===== src/rtl/mem_bank_if.sv =====
// Bus bundle for mem_bank_ctrl: read pair, write port, bulk-clear request and status.
interface mem_bank_if #(
    parameter int DATA_W = 16,
    parameter int ADDR_W = 4
);
    logic              rd_en;
    logic [ADDR_W-1:0] rd_addr_a;
    logic [ADDR_W-1:0] rd_addr_b;
    logic [DATA_W-1:0] rd_data_a;
    logic [DATA_W-1:0] rd_data_b;
    logic              rd_valid;
    logic              wr_en;
    logic [ADDR_W-1:0] wr_addr;
    logic [DATA_W-1:0] wr_data;
    logic              wr_done;
    logic              clr_req;
    logic              busy;
    logic              clr_done;

    modport master (
        output rd_en, rd_addr_a, rd_addr_b, wr_en, wr_addr, wr_data, clr_req,
        input  rd_data_a, rd_data_b, rd_valid, wr_done, busy, clr_done
    );

    modport slave (
        input  rd_en, rd_addr_a, rd_addr_b, wr_en, wr_addr, wr_data, clr_req,
        output rd_data_a, rd_data_b, rd_valid, wr_done, busy, clr_done
    );
endinterface


===== src/rtl/mem_bank_ctrl.sv =====
// Dual-read / single-write data memory with write-first bypass and a sequential
// bulk-clear engine that also initialises the array after reset.
module mem_bank_ctrl #(
    parameter int                DATA_W    = 16,
    parameter int                ADDR_W    = 4,
    parameter logic [DATA_W-1:0] CLEAR_VAL = '0
) (
    input  logic     clk,
    input  logic     rst_n,
    mem_bank_if.slave bus
);
    localparam int DEPTH = 2 ** ADDR_W;

    typedef enum logic {IDLE, CLEARING} state_t;

    state_t            state, state_n;
    logic [ADDR_W-1:0] clr_ptr, clr_ptr_n;
    logic              busy_q, busy_n;
    logic              rd_valid_q, rd_valid_n;
    logic              wr_done_q, wr_done_n;
    logic              clr_done_q, clr_done_n;
    logic [DATA_W-1:0] rd_data_a_q, rd_data_b_q;
    logic [DATA_W-1:0] rd_next_a, rd_next_b;
    logic              rd_load;
    logic              mem_we;
    logic [ADDR_W-1:0] mem_waddr;
    logic [DATA_W-1:0] mem_wdata;

    logic [DATA_W-1:0] mem [DEPTH];

    always_ff @(posedge clk or negedge rst_n) begin
        if (!rst_n) begin
            state      <= CLEARING;
            clr_ptr    <= '0;
            busy_q     <= 1'b1;
            rd_valid_q <= 1'b0;
            wr_done_q  <= 1'b0;
            clr_done_q <= 1'b0;
        end else begin
            state      <= state_n;
            clr_ptr    <= clr_ptr_n;
            busy_q     <= busy_n;
            rd_valid_q <= rd_valid_n;
            wr_done_q  <= wr_done_n;
            clr_done_q <= clr_done_n;
        end
    end

    // clr_req in IDLE pre-empts both the read and the write of that cycle.
    always_comb begin
        state_n    = state;
        clr_ptr_n  = clr_ptr;
        busy_n     = 1'b0;
        rd_valid_n = 1'b0;
        wr_done_n  = 1'b0;
        clr_done_n = 1'b0;
        rd_load    = 1'b0;
        mem_we     = 1'b0;
        mem_waddr  = bus.wr_addr;
        mem_wdata  = bus.wr_data;
        unique case (state)
            CLEARING: begin
                busy_n    = 1'b1;
                mem_we    = 1'b1;
                mem_waddr = clr_ptr;
                mem_wdata = CLEAR_VAL;
                if (clr_ptr == '1) begin
                    state_n    = IDLE;
                    busy_n     = 1'b0;
                    clr_done_n = 1'b1;
                end else begin
                    clr_ptr_n = clr_ptr + 1'b1;
                end
            end
            IDLE: begin
                if (bus.clr_req) begin
                    state_n   = CLEARING;
                    busy_n    = 1'b1;
                    clr_ptr_n = '0;
                end else begin
                    rd_load    = bus.rd_en;
                    rd_valid_n = bus.rd_en;
                    mem_we     = bus.wr_en;
                    wr_done_n  = bus.wr_en;
                end
            end
            default: begin
                state_n = CLEARING;
                busy_n  = 1'b1;
            end
        endcase
    end

    // Write-first: a same-cycle write to the read address is forwarded per port.
    always_comb begin
        rd_next_a = mem[bus.rd_addr_a];
        rd_next_b = mem[bus.rd_addr_b];
        if (bus.wr_en && (bus.wr_addr == bus.rd_addr_a)) rd_next_a = bus.wr_data;
        if (bus.wr_en && (bus.wr_addr == bus.rd_addr_b)) rd_next_b = bus.wr_data;
    end

    always_ff @(posedge clk or negedge rst_n) begin
        if (!rst_n) begin
            rd_data_a_q <= '0;
            rd_data_b_q <= '0;
        end else if (rd_load) begin
            rd_data_a_q <= rd_next_a;
            rd_data_b_q <= rd_next_b;
        end
    end

    always_ff @(posedge clk) begin
        if (mem_we) mem[mem_waddr] <= mem_wdata;
    end

    assign bus.rd_data_a = rd_data_a_q;
    assign bus.rd_data_b = rd_data_b_q;
    assign bus.rd_valid  = rd_valid_q;
    assign bus.wr_done   = wr_done_q;
    assign bus.busy      = busy_q;
    assign bus.clr_done  = clr_done_q;
endmodule


===== src/flat_wrapper.sv =====
// flat-port wrapper written by rule: the top's interface ports become plain ports
module mem_bank_ctrl_flat 
#(
    parameter int                DATA_W    = 16,
    parameter int                ADDR_W    = 4,
    parameter logic [DATA_W-1:0] CLEAR_VAL = '0
)
  (clk, rst_n, bus_rd_en, bus_rd_addr_a, bus_rd_addr_b, bus_wr_en, bus_wr_addr, bus_wr_data, bus_clr_req, bus_rd_data_a, bus_rd_data_b, bus_rd_valid, bus_wr_done, bus_busy, bus_clr_done);
  mem_bank_if #(.DATA_W(DATA_W), .ADDR_W(ADDR_W)) bus_i ();
  input  logic clk;
  input  logic rst_n;
  input wire logic [$bits(bus_i.rd_en)-1:0] bus_rd_en;
  input wire logic [$bits(bus_i.rd_addr_a)-1:0] bus_rd_addr_a;
  input wire logic [$bits(bus_i.rd_addr_b)-1:0] bus_rd_addr_b;
  input wire logic [$bits(bus_i.wr_en)-1:0] bus_wr_en;
  input wire logic [$bits(bus_i.wr_addr)-1:0] bus_wr_addr;
  input wire logic [$bits(bus_i.wr_data)-1:0] bus_wr_data;
  input wire logic [$bits(bus_i.clr_req)-1:0] bus_clr_req;
  output wire logic [$bits(bus_i.rd_data_a)-1:0] bus_rd_data_a;
  output wire logic [$bits(bus_i.rd_data_b)-1:0] bus_rd_data_b;
  output wire logic [$bits(bus_i.rd_valid)-1:0] bus_rd_valid;
  output wire logic [$bits(bus_i.wr_done)-1:0] bus_wr_done;
  output wire logic [$bits(bus_i.busy)-1:0] bus_busy;
  output wire logic [$bits(bus_i.clr_done)-1:0] bus_clr_done;
  assign bus_i.rd_en = bus_rd_en;
  assign bus_i.rd_addr_a = bus_rd_addr_a;
  assign bus_i.rd_addr_b = bus_rd_addr_b;
  assign bus_i.wr_en = bus_wr_en;
  assign bus_i.wr_addr = bus_wr_addr;
  assign bus_i.wr_data = bus_wr_data;
  assign bus_i.clr_req = bus_clr_req;
  assign bus_rd_data_a = bus_i.rd_data_a;
  assign bus_rd_data_b = bus_i.rd_data_b;
  assign bus_rd_valid = bus_i.rd_valid;
  assign bus_wr_done = bus_i.wr_done;
  assign bus_busy = bus_i.busy;
  assign bus_clr_done = bus_i.clr_done;
  mem_bank_ctrl #(.DATA_W(DATA_W), .ADDR_W(ADDR_W), .CLEAR_VAL(CLEAR_VAL)) u_core (.clk(clk), .rst_n(rst_n), .bus(bus_i));
endmodule

===== config.mk =====
export PLATFORM = sky130hd
export DESIGN_NAME = mem_bank_ctrl_flat
export DESIGN_NICKNAME = d
export VERILOG_FILES = /design/src/rtl/mem_bank_if.sv /design/src/rtl/mem_bank_ctrl.sv /design/src/flat_wrapper.sv
export SDC_FILE = /design/constraint.sdc
export NUM_CORES = 1
export LEC_CHECK = 0
export CORE_MARGIN = 2
export CORE_UTILIZATION = 45
export CTS_CLUSTER_DIAMETER = 30
export DETAILED_ROUTE_END_ITERATION = 6
export SYNTH_ARGS = -nofsm -noshare
export SYNTH_HDL_FRONTEND = slang
export SYNTH_SLANG_ARGS = --single-unit
export TNS_END_PERCENT = 10

===== constraint.sdc =====
create_clock -name clk -period 4.3 [get_ports clk]
set_clock_uncertainty 0.2 [all_clocks]
set_input_delay 1.29 -clock clk [delete_from_list [all_inputs] [get_ports clk]]
set_output_delay 1.29 -clock clk [all_outputs]
set_load 0.02 [all_outputs]

==> impl_metrics.toml, run 1 <==
[drt]
route.detailed.drc = 2
dr_wl_met2_mm = 17.66
ant_nets = 0
drt_wl_total_mm = 39.30
wire_per_inst_um = 29.59
top_layer_used = "met4"
vias_per_cell = 6.367
vias = 8456
drt_iter0_drc = 1000
wl_met3_mm = 3.963
drtPass1Iterations = 7
met1_length_mm = 16.49

[die]
die_h_um = 178.5
die_x_um = 178.5
io_pins = 69
die-area_sq_um = 31850
core_sq_um = 29800
fp-row-count = 63
initial_core_util_pct = 45.97

[clock_network]
cts_tree = "done"
clk_latency_ps = 550
root_buffer = "clkbuf_16"
post_cts_buffers = 0
cts_sinks = 296
cts_resized = 0
clockBufferDepth = 3
clk_pin_slew_ps = 50
htree_levels = 3
cts_buffers = 67
cts-hold-fix-buffers = 0

[sta]
finalSetupViolCount = 0
period_share_pct = 74.57
rsz0062_at_grt = "no"
max_slew.worst_pin.slew_ps = 1089
final_max_slew_viol_count = 0
fin_ws_ps = 1094
min_period_ps = 3206
tns_ps = 0
finalHoldViolations = 0
max_freq_ghz = 0.3119
max_slew_margin_pct = 27.41

[grt]
globalRouteOverflowTotal = 0
grt_max_degree = 48
antenna_found_initial = 0
globalRouteTotalUtil_pct = 25.76
grt_pass1_wl_mm = 58.05
grt_pass1_vias = 8973

[synthesis]
yosysTopAreaCellShare_pct = 56.12
synth-warning-count = 0
synth_top_area_cell = "edfxtp_1"
ys_async_sr_fraction_pct = 13.51
netlist_instances = 757
yosys-top-cells-area = "edfxtp_1 56%, mux4_2 21%, dfrtp_1 7.1%"
ys_ff_latch = 296
synthFlopType = "edfxtp_1"
yosysSeqAreaShare_pct = 63.44
synth_cell_types = 40
synth_nets = 791
synth_edf_count = 256
synth_area_sq_um = 13700
avgSynthCellArea_sq_um = 18.09

[worst_setup_path]
path_buf_inv = 1
start_kind = "flop"
crit_arrival_ps = 1720
crit_fanout = 3
cp.depth = 1
slowest_stage = "clkdlybuf4s50_1"
crit_family = "buffers and inverters"
path_cells = "clkdlybuf4s50_1"
crit_required_ps = 2810
reg2regPathDepth = 7
cpPeakStageDelay_ps = 610
worstSetupEndpointType = "output port"
critPathKind = "reg -> out"

[power]
p_sw_uw = 3721
p_int_uw = 8759
p_seq_share_pct = 35.7
swShare_pct = 29.82
ir_drop_uv = 389.8
p_leak_uw = 0.006007
power.density_nw_per_um2 = 717.4
power_frac_comb_pct = 22.8
power.total_uw = 12480
clockPowerShare_pct = 41.5

[final_layout]
areaGrowthSynthToFinish_pct = 27.00
nets = 919
nFillCells = 2185
antenna_cells = 0
drive_gt1_share_pct = 34.75
regArea_sq_um = 8690
multi_input_area_sq_um = 4727
mostFrequentLayoutCells = "256 x edfxtp_1, 128 x mux4_2, 67 x clkbuf_16"
layout_commonest_cell = "edfxtp_1"

[job]
drv_cap = 0

[hold_path]
hp-class = "reg -> reg"
min_path_cells = 2

[placement]
place_ws_ps = 571.1
hpwl_mm = 23.22
gp_congestion = 0.8138
port_buffers = 68

[run_status]
violations = "DRC"
outcome = "finished with violations"
cell usage after synthesis, types with 2 or more instances:
master,number
buf_1,9
and2_1,3
a32oi_1,6
mux4_2,128
buf_6,2
nand2_1,25
inv_1,20
a21oi_2,10
buf_2,15
a221o_1,15
a21oi_1,7
a21o_1,16
dfrtp_1,39
o211ai_1,16
nor2b_1,5
edfxtp_1,256
a22oi_1,64
o41ai_4,2
xnor2_1,11
nand2b_1,20
mux2i_4,2
nor2_1,38
clkbuf_1,30
o31ai_1,2
logic make-up after synthesis:
family | share of synthesized area [%]
flops | 63.44
compound gates | 8.431
fa+ha+maj | 0.09133
mux | 21.48
buf+inv | 2.357
xor+xnor | 0.8222
simple gates | 3.380
power groups by stage:
| stage | Clock, uW | Sequential, uW | Combinational [uW] |
|---|---|---|---|
| 6_report | 5180 | 4450 | 2850 |
| 5_1_grt | 5400 | 4520 | 3010 |
| 4_1_cts | 5240 | 4450 | 2850 |
| 3_5_place_dp | 0 | 4480 | 2840 |
| 3_3_place_gp | 0 | 4420 | 2800 |
| 2_1_floorplan | 0 | 4530 | 1470 |
final timing paths:
| path | start | end | slack [ps] |
|---|---|---|---|
| min | u_core.bus.rd_data_a[12] | u_core.bus.rd_data_a[12] | 310 |
| max reg2reg | u_core.bus.busy | u_core.bus.rd_data_a[5] | 1340 |
| max | u_core.bus.busy | bus_busy | 1090 |
| min in group asynchronous | rst_n | u_core.bus.rd_valid | 760 |
| max in group asynchronous | rst_n | u_core.bus.rd_data_b[12] | 2470 |
| min reg2reg | u_core.bus.rd_data_a[12] | u_core.bus.rd_data_a[12] | 310 |
flip-flops by register name (all words and copies together) (netlist names):
signal,flops
u_core.bus.busy,1
u_core.bus.clr_done,1
u_core.bus.rd_data_b,16
u_core.bus.wr_done,1
u_core.clr_ptr,4
u_core.bus.rd_valid,1
u_core.bus.rd_data_a,16
u_core.mem,256
through the flow:
stage	utilization, %	std cells	area, sq um	hold slack (ps)
5_1_grt	58.38	1328	17400	337.3
4_1_cts	58.38	1328	17400	304.0
3_5_place_dp	50.58	1206	15070	293.0
3_3_place_gp	50.58	1206	15070	289.7
6_report	58.38	1328	17400	308.2
2_1_floorplan	-	757	13700	410.7
per-layer routing:
| metal | global-route usage, % | vias to the layer above |
|---|---|---|
| li1 | - | 3466 |
| met1 | 37.47 | 4442 |
| met2 | 38.24 | 469 |
| met3 | 6.010 | 79 |
| met4 | 9.282 | 0 |
| met5 | 0 | - |
layout make-up:
cell class,instances,area share (%)
timing repair buffer,115,6.258
clock buffer,77,10.08
clock inverter,45,3.273
tap,390,2.805
multi-input combinational,384,27.17
sequential,296,49.95
inverter,21,0.4531
(Power assumes the default switching activity.)
==> inputs of run 2 (changes only) <==
clock period = 3 ns   (was 4.3 ns; I/O delays follow)
==> run 2 against run 1 <==
The flow now finishes without violations. Critical path type unchanged. Largest power group unchanged. Sequential share of layout area down 1.3 points. Clock-buffer cell count up 5. Via count up 1.0%. Power up 42%. Register-to-register slack worse by 960 ps. First-iteration DRC count down 1.0%.
==> impl_metrics.toml, run 2 (synthesis results as in run 1) <==
[die]
die-area_sq_um = 31850
core_sq_um = 29800
die_x_um = 178.5
die_h_um = 178.5
fp-row-count = 63
io_pins = 69
initial_core_util_pct = 45.97

[hold_path]
min_path_cells = 2
hp-class = "reg -> reg"

[drt]
dr_wl_met2_mm = 19.52
vias_per_cell = 6.264
drt_iter0_drc = 990
ant_nets = 0
wl_met3_mm = 3.344
top_layer_used = "met4"
vias = 8544
route.detailed.drc = 0
met1_length_mm = 15.88
drtPass1Iterations = 5
drt_wl_total_mm = 40.02
wire_per_inst_um = 29.34

[clock_network]
cts_tree = "done"
cts_sinks = 296
root_buffer = "clkbuf_16"
clockBufferDepth = 3
cts_buffers = 66
htree_levels = 3
clk_pin_slew_ps = 50
clk_latency_ps = 540

[job]
drv_cap = 0

[power]
p_sw_uw = 5388
ir_drop_uv = 584.9
power.total_uw = 17730
power_frac_comb_pct = 25.1
swShare_pct = 30.39
p_leak_uw = 0.006198
power.density_nw_per_um2 = 992.5
clockPowerShare_pct = 38.8
p_seq_share_pct = 36.1
p_int_uw = 12340

[grt]
globalRouteTotalUtil_pct = 26.27
grt_pass1_vias = 9144
grt_max_degree = 48
grt_pass1_wl_mm = 59.26
globalRouteOverflowTotal = 0
antenna_found_initial = 0

[sta]
finalHoldViolations = 0
fin_ws_ps = 298.2
max_slew.worst_pin.slew_ps = 769.6
period_share_pct = 90.06
rsz0062_at_grt = "no"
finalSetupViolCount = 0
max_slew_margin_pct = 48.69
max_freq_ghz = 0.3701
final_max_slew_viol_count = 0
min_period_ps = 2702

[final_layout]
largest_reg_flops = 256
nets = 954
drive_gt1_share_pct = 36.76
final_core_util_pct = 59.96
final_area_sq_um = 17860
mostFrequentLayoutCells = "256 x edfxtp_1, 128 x mux4_2, 68 x clkbuf_16"
areaGrowthSynthToFinish_pct = 30.43
fin_cells = 1364
largest-register = "u_core.mem"
antenna_cells = 0
layout_commonest_cell = "edfxtp_1"

[placement]
dpl_cell_area_sq_um = 15680
port_buffers = 68
place_ws_ps = -481.0
dp_cells = 1240
gp_congestion = 0.8336
hpwl_mm = 23.85

[worst_setup_path]
path_cells = "clkdlybuf4s50_1"
slowest_stage = "clkdlybuf4s50_1"
crit_required_ps = 1900
cpPeakStageDelay_ps = 650
crit_fanout = 2
critPathKind = "reg -> out"
worstSetupEndpointType = "output port"
start_kind = "flop"
reg2regPathDepth = 7
cp.depth = 1
crit_family = "buffers and inverters"
crit_arrival_ps = 1600
path_buf_inv = 1

[run_status]
outcome = "completed"
-- run 2: cell count changes in the layout (fill, tap and decap cells not counted), sizes merged --
cell / before / now
clkinvlp: 6 / 10
dlymetal6s2s: 0 / 1
buf: 52 / 87
bufinv: 10 / 4
clkinv: 24 / 17
dlygate4sd3: 0 / 1
inv: 26 / 30
clkbuf: 77 / 82
clkdlybuf4s50: 63 / 62
-- run 2: stage by stage --
stage	setup TNS [ps]	hold WS, ps
after floorplan	0	404.4
after global placement	-33990	281.8
after detailed placement	-40350	295.3
after CTS	0	305.7
after global routing	0	334.8
final	0	301.9
-- run 2: repair_timing --
item | 4_1_cts | 5_1_grt
setup endpoints to repair | 0 | 3
buffers inserted | 0 | 1
hold buffers | 1 | 0
endpoints found under the hold margin | 5 | 0
resized for setup | 0 | 1
-- run 2: path summary, 6_finish.rpt --
check                                         start                       end  slack (ps)
hold reg to reg            u_core.bus.rd_data_a[12]  u_core.bus.rd_data_a[12]         300
hold / removal             u_core.bus.rd_data_a[12]  u_core.bus.rd_data_a[12]         300
max in group asynchronous                     rst_n   u_core.bus.rd_data_a[8]        1510
setup / recovery            u_core.bus.rd_data_b[0]          bus_rd_data_b[0]         300
setup reg to reg                    u_core.bus.busy   u_core.bus.rd_data_b[0]         380
min in group asynchronous                     rst_n         u_core.clr_ptr[3]         560
-- run 2: final cells by class --
type | count | area (sq um)
Inverter | 21 | 78.83
Sequential cell | 296 | 8690
Fill cell | 2206 | 11930
Tap cell | 390 | 488.0
Clock buffer | 82 | 1764
Clock inverter | 40 | 390.4
Multi-Input combinational cell | 384 | 4727
Timing Repair Buffer | 151 | 1727
-- run 2: power by group through the flow --
stage	registers, uW	logic, uW	clock network (uW)
floorplan	6500	2110	0
global placement	6340	4340	0
global route	6490	4700	7160
finish	6400	4450	6880
CTS	6390	4440	6930
detailed placement	6440	4420	0
-- run 2: layer usage --
| metal | vias to the layer above | GRT usage, % |
|---|---|---|
| met5 | - | 0 |
| met4 | 0 | 9.112 |
| met3 | 91 | 4.923 |
| met2 | 493 | 42.54 |
| met1 | 4433 | 36.00 |
| li1 | 3527 | - |
==> inputs of run 3 (changes only) <==
CTS_CLUSTER_SIZE = 30   (was unset)
==> results of run 3 <==
The final DEF is identical to that of run 2; final timing and power are the same.
==> variant 1: new RTL, settings of run 2 <==
`ADDR_W` is set to 4 in 3 places; all go to 2.
--- a/src/rtl/mem_bank_if.sv
+++ b/src/rtl/mem_bank_if.sv
@@ -3,3 +3,3 @@
     parameter int DATA_W = 16,
-    parameter int ADDR_W = 4
+    parameter int ADDR_W = 2
 );
--- a/src/rtl/mem_bank_ctrl.sv
+++ b/src/rtl/mem_bank_ctrl.sv
@@ -4,3 +4,3 @@
     parameter int                DATA_W    = 16,
-    parameter int                ADDR_W    = 4,
+    parameter int                ADDR_W    = 2,
     parameter logic [DATA_W-1:0] CLEAR_VAL = '0
--- a/src/flat_wrapper.sv
+++ b/src/flat_wrapper.sv
@@ -4,3 +4,3 @@
     parameter int                DATA_W    = 16,
-    parameter int                ADDR_W    = 4,
+    parameter int                ADDR_W    = 2,
     parameter logic [DATA_W-1:0] CLEAR_VAL = '0
Ports: changed (resized bus_rd_addr_a, bus_rd_addr_b and bus_wr_addr); port bits go from 69 to 63. No check against the original RTL was run, so the function may have changed too.
==> variant 1 against run 2 <==
Die area shrank 63%. Synthesized area is 64% lower. Sequential cell count fell by 194. Final area fell by 66%. Setup slack gained 0.048 ns. Total power shrank 66%. Routed wire length fell by 71%. Critical path type unchanged. Critical endpoint is now bus_busy. Largest cell class unchanged.
==> variant 1: results (changes against run 2) <==
status:
  status: "complete, no violations"
placement:
  gp_congestion: 0.791  # -5.1%
  port_buffers: 62  # -8.8%
  dp_hpwl_um: 7860  # -67%
route:
  detail_route.iter0.violations: 241  # -76%
  routed.top_layer: "met4"
  wl_met2_um: 5590  # -71%
  dr_wl_met3_um: 667  # -80%
  vias: 3298  # -61%
  wl_met1_um: 5200  # -67%
  routedWlPerCell_um: 20.6  # -30%
synth:
  yosysUniqueCellTypes: 27  # -33%
  synth_nets: 384  # -51%
  synth_area_leaders: "edfxtp_1, dfrtp_1, mux4_2, or4_1, a31oi_1"
  yosysSeqAreaShare_pct: 58.7  # -4.7 points
  yosys_warnings: 0  # unchanged
  async_reset_ff_share_pct: 37.3  # +24 points
  synth_edf_count: 64  # -75%
  synth_common_cells: "edfxtp_1, dfrtp_1, nor2_1"
clock_tree:
  ctsHtreeMaxLevel: 3  # unchanged
  cts-root-buf: "clkbuf_8"
  cts_max_path_buffers: 2  # -1
  cts_resized: 0  # unchanged
  clkTransAtPathRegs_ns: 0.09  # +0.04 ns
  cts-buffers-inserted: 9  # -86%
  hold_buffers: 0  # -1
  insertion_delay_ns: 0.36  # -0.18 ns
layout:
  largest_reg_flops: 64  # -75%
  n_fill_cell: 935  # -58%
  drive_gt1_share_pct: 18.3  # -18 points
  final_net_count: 449  # -53%
  diodes: 0  # unchanged
global_routing:
  gr-usage-all-layers_pct: 21.3  # -5.0 points
  grt_pass1_vias: 3229  # -65%
  grt_pass1_wl_um: 18100  # -69%
  grt_max_degree: 58  # +21%
power_and_ir_drop:
  ir_drop_v: 0.000424  # -27%
  leakage_uw: 0.00216  # -65%
sta:
  hold_viol_final: 0  # unchanged
  slew_headroom_pct: 41.3  # -7.4 points
setup_path:
  cpPeakStageDelay_ns: 0.61  # -0.04 ns
  crit_slowest_cell: "clkdlybuf4s50_1"
  worstPathMaxFanout: 3  # +1
  arrival_ns: 1.55  # -0.05 ns
hold_path:
  min_path_type: "reg2reg"
==> variant 1: cell count changes in the layout (fill, tap and decap cells not counted), sizes merged, moves of 25 or more <==
cell           run 2  this run
edfxtp           256        64
nand2             25         0
buf               87        25
or4                0        32
clkbuf            82        10
a22oi             64         2
o21ai              1        32
mux4             128        32
a31oi              0        32
==> variant 1: where the power goes <==
group | leakage [µW] | total, µW | switching (µW) | internal, µW
clock | 0.0000933 | 863 | 472 | 391
combinational | 0.00102 | 2690 | 1420 | 1280
sequential | 0.00105 | 2560 | 313 | 2240
total | 0.00216 | 6110 | 2200 | 3910
==> variant 1: area by class of cell <==
cell class	instances	area share [%]
flip-flops and latches	102	47.9
multi-input cells	206	30.0
repair buffers	86	14.9
well taps	140	2.92
clock buffers	10	2.13
clock inverters	6	1.13
inverters	16	1.00
==> variant 1: path summary, 6_finish.rpt <==
check                                        start                        to  slack, ns  depth (start not counted)
max                                u_core.bus.busy                  bus_busy       0.35                          1
min                        u_core.bus.rd_data_b[5]   u_core.bus.rd_data_b[5]       0.36                          2
max reg2reg                        u_core.bus.busy   u_core.bus.rd_data_a[5]       0.78                          5
min reg2reg                u_core.bus.rd_data_b[5]   u_core.bus.rd_data_b[5]       0.36                          2
max in group asynchronous                    rst_n   u_core.bus.rd_data_b[6]       1.61                          1
min in group asynchronous                    rst_n  u_core.bus.rd_data_a[12]       0.44                          1
==> variant 1: through the flow <==
stage	hold slack [ns]	total power (µW)	std cells	setup slack (ns)	area (µm²)
floorplan	0.397	4100	356	0.110	4900
global placement	0.339	5210	550	0.0859	5800
detailed placement	0.341	5300	550	0.0792	5800
CTS	0.361	6150	566	0.324	6000
global route	0.387	6480	566	0.283	6000
finish	0.356	6110	566	0.346	6000
==> variant 1: kinds of logic (layout without fill, tap and decap cells) <==
logic type | Yosys count | after routing | share of synthesized area, %
AOI/OAI and AO/OA | 70 | 70 | 8.31
xor gates and xnor gates | 9 | 9 | 1.92
adders and majority gates | 1 | 1 | 0.256
buffers and inverters | 48 | 118 | 4.63
DFF | 102 | 102 | 58.7
muxes | 34 | 34 | 15.4
and+or+nand+nor | 92 | 92 | 10.8
==> variant 1: routing by layer <==
layer / vias up / GRT usage, %
met2: 115 / 33.6
li1: 1497 / -
met5: - / 0
met3: 16 / 3.32
met4: 0 / 7.60
met1: 1670 / 30.2
==> variant 2: new RTL, settings of run 2 <==
Made on the original files. Reset style: synchronous (`rst_n`), changed in 2 clocked blocks.
--- a/src/rtl/mem_bank_ctrl.sv
+++ b/src/rtl/mem_bank_ctrl.sv
@@ -30,3 +30,3 @@
 
-    always_ff @(posedge clk or negedge rst_n) begin
+    always_ff @(posedge clk) begin
         if (!rst_n) begin
@@ -101,3 +101,3 @@
 
-    always_ff @(posedge clk or negedge rst_n) begin
+    always_ff @(posedge clk) begin
         if (!rst_n) begin
Formal check against the unedited RTL: no difference found for any inputs over 10 cycles, from zero or initial values and one cycle with rst_n low; that may be too few to reach the edited logic, so the function may still have changed.
==> variant 2 against run 2 <==
Routed wire length fell by 7.0%. Sequential cell count did not move. Sequential share of layout area rose by 1.1 points. Synthesized cell count fell by 5.4%. Non-clock buffer count fell by 10. Setup slack got worse by 0.20 ns. Final area fell by 4.5%. Synthesized area fell by 2.6%.
Power is not compared: it rests on default switching activity, and its combinational part moved more than twofold at a synthesized area within 25%.
==> variant 2: results (changes against run 2) <==
global_routing:
  grt_max_degree: 33  # -31%
  grt_pass1_vias: 8648  # -5.4%
  grt_pass1_wl_um: 55100  # -7.1%
  grtUsageMet1_pct: 32.5  # -3.6 points
  grt_use_met2_pct: 40.8  # -1.7 points
  grt_use_met3_pct: 4.65  # -0.27 points
  gr-usage-all-layers_pct: 24.5  # -1.7 points
synth:
  synth_area_leaders: "edfxtp_1, mux4_2, dfxtp_1, a22oi_1, a221o_1"
  yosysSeqAreaShare_pct: 63.6  # +0.16 points
  synth_nets: 750  # -5.2%
  syn_inst: 716  # -5.4%
  yosysUniqueCellTypes: 39  # -2.5%
  async_reset_ff_share_pct: 0  # -14 points
  synth_common_cells: "edfxtp_1, mux4_2, a22oi_1"
  synth_edf_count: 256  # unchanged
  yosys_warnings: 0  # unchanged
route:
  vias: 8093  # -5.3%
  wl_met2_um: 18300  # -6.4%
  dr_wl_met3_um: 2940  # -12%
  detail_route.iter0.violations: 847  # -14%
  totalWireLength_um: 37200  # -7.0%
  wl_met1_um: 14800  # -6.8%
setup_path:
  worstPathMaxFanout: 5  # +3
  regToRegSetupSlack_ns: 0.43  # +0.05 ns
  cpPeakStageDelay_ns: 0.60  # -0.05 ns
  arrival_ns: 2.98  # +1.38 ns
  crit_slowest_cell: "or4b_2"
status:
  status: "complete, no violations"
clock_tree:
  insertion_delay_ns: 0.57  # +0.03 ns
  cts-buffers-inserted: 53  # -20%
  ctsHtreeMaxLevel: 2  # -1
layout:
  largest_reg_flops: 256  # unchanged
  final_cells: 1292  # -5.3%
  final_net_count: 891  # -6.6%
  diodes: 0  # unchanged
  drive_gt1_share_pct: 35.5  # -1.3 points
  n_fill_cell: 2176  # -1.4%
placement:
  dp_hpwl_um: 24300  # +1.9%
  place_inst: 1192  # -3.9%
  gp_congestion: 0.847  # +1.5%
  placed_area_mm2: 0.0152  # -3.0%
  dp_slack_ns: -0.433  # +0.0475 ns
sta:
  tightest_slew_ns: 1.30  # +0.532 ns
  hold_ws_ns: 0.291  # -0.0109 ns
  setup_ws_ns: 0.0952  # -0.203 ns
power_and_ir_drop:
  ir_drop_v: 0.000424
==> variant 2: changes by cell type after synthesis, sizes merged, moves of 7 or more <==
cell	run 2	this run
xnor2	12	5
o211ai	16	0
nand2	25	8
nor2	39	26
inv	20	5
a21oi	17	33
nor2b	5	21
nand2b	20	0
a21o	16	1
dfrtp	39	0
dfxtp	0	40
a221o	15	32
nand3	1	8
==> variant 2: worst paths after layout <==
check | from | to | cells past startpoint
max reg2reg | u_core.state | u_core.mem[1][11] | 5
min reg2reg | u_core.bus.rd_data_a[9] | u_core.bus.rd_data_a[9] | 1
min | u_core.bus.rd_data_a[9] | u_core.bus.rd_data_a[9] | 1
max | bus_wr_en | u_core.mem[1][11] | 6
==> variant 2: power by group <==
group	total, µW	leakage [µW]	internal [µW]	switching, µW
registers	4560	0.00274	4510	48.2
clock network	6050	0.000881	3910	2140
logic	751	0.00210	385	366
total	11400	0.00572	8810	2550
==> variant 2: area by class of cell <==
type	count	area (µm²)	share of cell area [%]
Clock inverter	43	500	2.93
Tap cell	390	488	2.86
Clock buffer	57	1340	7.86
Sequential cell	296	8490	49.8
Timing Repair Buffer	141	1660	9.76
Inverter	5	18.8	0.110
Multi-Input combinational cell	360	4550	26.7
==> variant 2: logic make-up after synthesis <==
group | share of synthesized area (%)
multiplexers | 22.1
AND/OR/NAND/NOR | 2.84
AO/OA/AOI/OAI | 8.04
adder cells (fa/ha/maj) | 0.0937
XOR/XNOR | 0.722
buffers and inverters | 2.62
flip-flops | 63.6
==> variant 2: timing repair <==
item	4_1_cts	5_1_grt
hold endpoints to repair	0	0
endpoints found under the setup margin	0	1
hold buffers	0	0
gates resized for setup	0	1
==> variant 2: critical path, delay by kind of cell <==
kind                   cells  cell delay, ns
AO/OA/AOI/OAI              1            0.24
AND/OR/NAND/NOR            3            1.12
buffers and inverters      2            0.71
